`config.mk`:
```
export PLATFORM = sky130hd
export DESIGN_NAME = sync_fifo_flags
export DESIGN_NICKNAME = d
export VERILOG_FILES = /design/src/rtl/sync_fifo_flags.sv
export SDC_FILE = /design/constraint.sdc
export NUM_CORES = 1
export LEC_CHECK = 0
export CORE_MARGIN = 5
export CORE_UTILIZATION = 60
export CTS_BUF_LIST = sky130_fd_sc_hd__clkbuf_8
export CTS_CLUSTER_SIZE = 8
export DETAILED_ROUTE_END_ITERATION = 12
export GPL_TIMING_DRIVEN = 0
export PLACE_DENSITY_LB_ADDON = 0.2
export SLEW_MARGIN = 20
export SYNTH_ARGS = -nofsm -noshare
export SYNTH_HDL_FRONTEND = slang
export SYNTH_SLANG_ARGS = --single-unit
```
`constraint.sdc`:
```
create_clock -name clk -period 3.9 [get_ports clk]
set_clock_uncertainty 0.15 [all_clocks]
set_input_delay 1.17 -clock clk [delete_from_list [all_inputs] [get_ports clk]]
set_output_delay 1.17 -clock clk [all_outputs]
set_load 0.05 [all_outputs]
```
`src/rtl/sync_fifo_flags.sv`:
```
// Single-clock FIFO with registered read data, occupancy count, almost-full/
// almost-empty thresholds, sticky overflow/underflow flags and synchronous flush.
module sync_fifo_flags #(
  parameter int WIDTH     = 8,
  parameter int DEPTH     = 32,
  parameter int AF_MARGIN = 4,
  parameter int AE_MARGIN = 4
) (
  input  logic                       clk,
  input  logic                       rst,
  input  logic                       clr,
  input  logic                       wr_en,
  input  logic [WIDTH-1:0]           din,
  input  logic                       rd_en,
  output logic [WIDTH-1:0]           dout,
  output logic [$clog2(DEPTH):0]     count,
  output logic                       full,
  output logic                       empty,
  output logic                       almost_full,
  output logic                       almost_empty,
  output logic                       overflow,
  output logic                       underflow
);

  localparam int AW = $clog2(DEPTH);
  localparam int CW = AW + 1;
  localparam logic [CW-1:0] FULL_LVL = CW'(DEPTH);
  localparam logic [CW-1:0] AF_LVL   = CW'(DEPTH - AF_MARGIN);
  localparam logic [CW-1:0] AE_LVL   = CW'(AE_MARGIN);

  logic [WIDTH-1:0] mem [DEPTH];
  logic [AW-1:0]    wptr, rptr;
  logic             wr_ok, rd_ok;

  // A read at full frees the slot the concurrent write lands in.
  always_comb begin
    wr_ok = wr_en & (~full | rd_en);
    rd_ok = rd_en & ~empty;
  end

  always_comb begin
    full         = (count == FULL_LVL);
    empty        = (count == '0);
    almost_full  = (count >= AF_LVL);
    almost_empty = (count <= AE_LVL);
  end

  always_ff @(posedge clk) begin
    if (!clr && wr_ok)
      mem[wptr] <= din;
  end

  always_ff @(posedge clk or posedge rst) begin
    if (rst) begin
      wptr      <= '0;
      rptr      <= '0;
      count     <= '0;
      dout      <= '0;
      overflow  <= 1'b0;
      underflow <= 1'b0;
    end else if (clr) begin
      wptr      <= '0;
      rptr      <= '0;
      count     <= '0;
      overflow  <= 1'b0;
      underflow <= 1'b0;
    end else begin
      if (wr_ok)
        wptr <= wptr + 1'b1;
      if (rd_ok) begin
        dout <= mem[rptr];
        rptr <= rptr + 1'b1;
      end
      if (wr_ok && !rd_ok)
        count <= count + 1'b1;
      else if (rd_ok && !wr_ok)
        count <= count - 1'b1;
      if (wr_en && !wr_ok)
        overflow <= 1'b1;
      if (rd_en && !rd_ok)
        underflow <= 1'b1;
    end
  end

endmodule

```
==> metrics.md <==
| Metric | Value |
|---|---|
| Status | `completed` |
| HP Class | `reg2reg` |
| Reg2reg start | `count[0]$_DFFE_PP0P_` |
| Largest net degree at the start of global routing | `33` |
| Area Growth Syn to Fin | `12.2%` |
| CTS clk-pin slew, worst paths | `around 0.060 ns` |
| Max IR drop VDD | `0.000299 V` |
| Die H | `148 um` |
| Max clock buf depth | `3` |
| Uppermost layer routed | `met5` |
| Vias in the first global route | `approximately 6400` |
| Final setup vio count | `0` |
| Async SR Flop Fraction | `9.22%` |
| PwrDens | `556 nW/um^2` |
| Initial antenna violation count | `1` |
| Vias per cell | `6.45` |
| Critical path cell sequence | `or3_1 > buf_6 > and2b_2 > dlygate4sd2_1` |
| Worst Setup SP | `count[0]$_DFFE_PP0P_` |
| Max-cap violations | `0` |
| Core area | `between 15000 and 20000 um^2` |
| Maximum operating frequency | `around 0.27 GHz` |
| CTS resizes | `1` |
| Fin crit period | `between 3 and 4 ns` |
| Slew Limit Headroom | `35.7%` |
| Post-synth EDFFs | `around 260` |
| Total GRT Usage | `23.3%` |
| Fill cells | `between 1000 and 1500` |
| Pre-antenna DRT Iters | `5` |
| GP Congestion | `between 0.9 and 1` |
| Slowest CP cell | `dlygate4sd2_1` |
| Final critical-path share of the clock period | `94.0%` |
| CTS Hold Bufs | `0` |
| DIE WIDTH | `between 100 and 150 um` |
| Crit path capture type | `primary output` |
| Metal2 WL | `12400 um` |
| Layout cells sized above 1 | `20.4%` |
| # rows | `50` |
| Antenna-violating nets left | `0` |
| Clock latency at the later pin of the worst-skew pair | `0.55 ns` |
| Synth Warn # | `0` |
| TritonCTS buffer count | `46` |
| Yosys reg bits | `282` |
| Inserted Diodes | `0` |
| CTS tree | `built` |
| CP max FO | `7` |
| Starting Density | `61.1%` |
| Post-Synthesis Cells | `638` |
| RSZ-0062 raised after global routing | `false` |
| Die area | `~22000 um^2` |
| CTS sink cnt | `282` |
| Routed len/inst | `around 26 um` |
| Worst Path Required | `2.58 ns` |
| Worst Reg-to-Reg Cells | `11` |
| Grt total ovfl | `0` |
| Critical Path Sink | `empty` |
| DRC | `0` |
| I/O Pins | `33` |
| Leak | `roughly 4.3 nW` |
| Syn Area/Cell | `18.0 um^2` |
| First-pass GRT wire length | `37700 um` |
| H-Tree Depth | `2` |
| Port Buffers | `32` |
| Slew Viols, Final | `0` |
| Type of the worst setup path | `reg2out` |
| Routed WL | `between 20000 and 30000 um` |
| Via Count | `6344` |
| Crit path buf inv count | `2` |
| # Post-CTS Setup Buffers | `0` |
| Tot Pwr | `0.00715 W` |
| Initial DRC count | `between 700 and 800` |
| Crit path DAT | `2.35 ns` |
| CP Launch Type | `flop` |
| CTS root buf | `clkbuf_8` |
| Worst r2r dst | `count[5]$_DFFE_PP0P_` |
| Main synth FF type | `edfxtp_1` |
| Post-layout util | `68.6%` |
| WL met1 | `between 10000 and 15000 um` |
| R2R setup slack | `0.39 ns` |
| Met3 WL | `1840 um` |
| Levels on crit path | `4` |
| Syn_nets | `661` |
| DP Wirelength | `16400 um` |
| Worst path top cell family by delay | `buffers and inverters` |
| Post-Synthesis Cell Area | `approximately 11000 um^2` |
| Register area share after synthesis | `72.7%` |
| Post-layout nets | `between 700 and 800` |
| Actual slew at the worst max-slew pin | `0.961 ns` |
| Worst path max stage delay | `0.53 ns` |
| Post-synthesis cell type count | `roughly 60` |
| Final hold vios | `0` |
logic make-up after synthesis:
group	count (synthesis)	share of synthesized area [%]
xor+xnor	11	0.839
flops	282	72.7
mux	83	12.7
simple gates	130	5.17
buf+inv	39	1.89
fa+ha+maj	10	1.16
compound gates	83	5.63
flip-flops by register name, indices dropped and copies added (netlist names):
register,flops
mem,256
dout,8
count,6
rptr,5
wptr,5
overflow,1
underflow,1
layer usage:
| metal | track usage [%] | vias to the layer above |
|---|---|---|
| met5 | 0 | - |
| met4 | 9.05 | 2 |
| met3 | 4.39 | 72 |
| met1 | 31.9 | 3253 |
| li1 | - | 2712 |
| met2 | 37.8 | 305 |
report_power, final:
part | leakage, nW | total, W | internal [W] | switching (W)
Clock | 0.492 | 0.00230 | 0.00121 | 0.00108
Sequential | 2.64 | 0.00345 | 0.00337 | 0.0000817
Combinational | 1.17 | 0.00140 | 0.000574 | 0.000830
Total | 4.30 | 0.00715 | 0.00516 | 0.00200
worst register-to-register path: cells and delay by family (launching register included):
kind                     cells  cell delay, ns
flip-flops                   1            0.47
AND/OR/NAND/NOR              2            0.60
buffers and inverters        2            0.27
AO/OA/AOI/OAI                4            1.00
adder cells (fa/ha/maj)      1            0.31
multiplexers                 2            0.56
cells in the final DEF, fill, tap and decap left out, drive strengths merged, types with 15 or more instances in the layout:
master         instances
dfrtp                 26
edfxtp               256
mux2i                 20
a21oi                 16
mux2                  15
clkbuf                61
inv                   27
clkdlybuf4s50         22
mux4                  48
nor2                  57
buf                   26
nand2                 33
cell type report:
| cell class | instances | area, um^2 | share of cell area, % |
|---|---|---|---|
| buffer | 30 | 183 | 1.42 |
| clock buffer | 49 | 674 | 5.24 |
| clock inverter | 31 | 146 | 1.14 |
| inverter | 9 | 33.8 | 0.262 |
| multi-input combinational | 317 | 2920 | 22.7 |
| sequential | 282 | 8340 | 64.8 |
| tap | 234 | 293 | 2.27 |
| timing repair buffer | 32 | 282 | 2.19 |
worst min-delay path by stage:
stage                           to  cells after the start                 from
6_report       dout[0]$_DFFE_PP0P_                      2  dout[0]$_DFFE_PP0P_
5_1_grt        dout[0]$_DFFE_PP0P_                      2  dout[0]$_DFFE_PP0P_
4_1_cts        dout[4]$_DFFE_PP0P_                      2  dout[4]$_DFFE_PP0P_
3_5_place_dp   dout[4]$_DFFE_PP0P_                      2  dout[4]$_DFFE_PP0P_
3_3_place_gp   dout[2]$_DFFE_PP0P_                      2  dout[2]$_DFFE_PP0P_
2_1_floorplan  wptr[0]$_DFFE_PP0P_                      2  wptr[0]$_DFFE_PP0P_
per-stage QoR:
stage	hold WS [ns]	worst slack (ns)	instance area, um^2	setup TNS [ns]	std cells
after global routing	0.371	0.176	12900	0	984
after detailed placement	0.330	-0.231	12100	-4.70	904
after CTS	0.343	0.0500	12900	0	984
after global placement	0.324	-0.108	12100	-0.108	904
final	0.345	0.232	12900	0	984
after floorplan	0.403	0.533	11500	0	638
Yosys cell counts, types with 4 or more instances:
library cell	instances	share of area [%]
xnor2_1	4	0.31
a21oi_1	16	0.70
buf_2	4	0.17
inv_1	8	0.26
mux2_2	14	1.4
a221oi_1	4	0.31
nor3_1	12	0.52
nand2_1	33	1.1
clkbuf_1	11	0.36
xor2_1	7	0.53
o22ai_1	4	0.22
o21ai_0	10	0.44
buf_4	5	0.33
o221ai_1	7	0.53
ha_1	9	0.98
dfrtp_1	26	5.7
edfxtp_1	256	67
mux2i_1	19	1.7
mux4_2	48	9.4
nor2b_1	5	0.27
buf_6	6	0.59
a211oi_1	8	0.52
a221o_1	6	0.52
a22oi_1	11	0.72
nor2_1	56	1.8
Note: power is estimated with default switching activity, not from simulation.
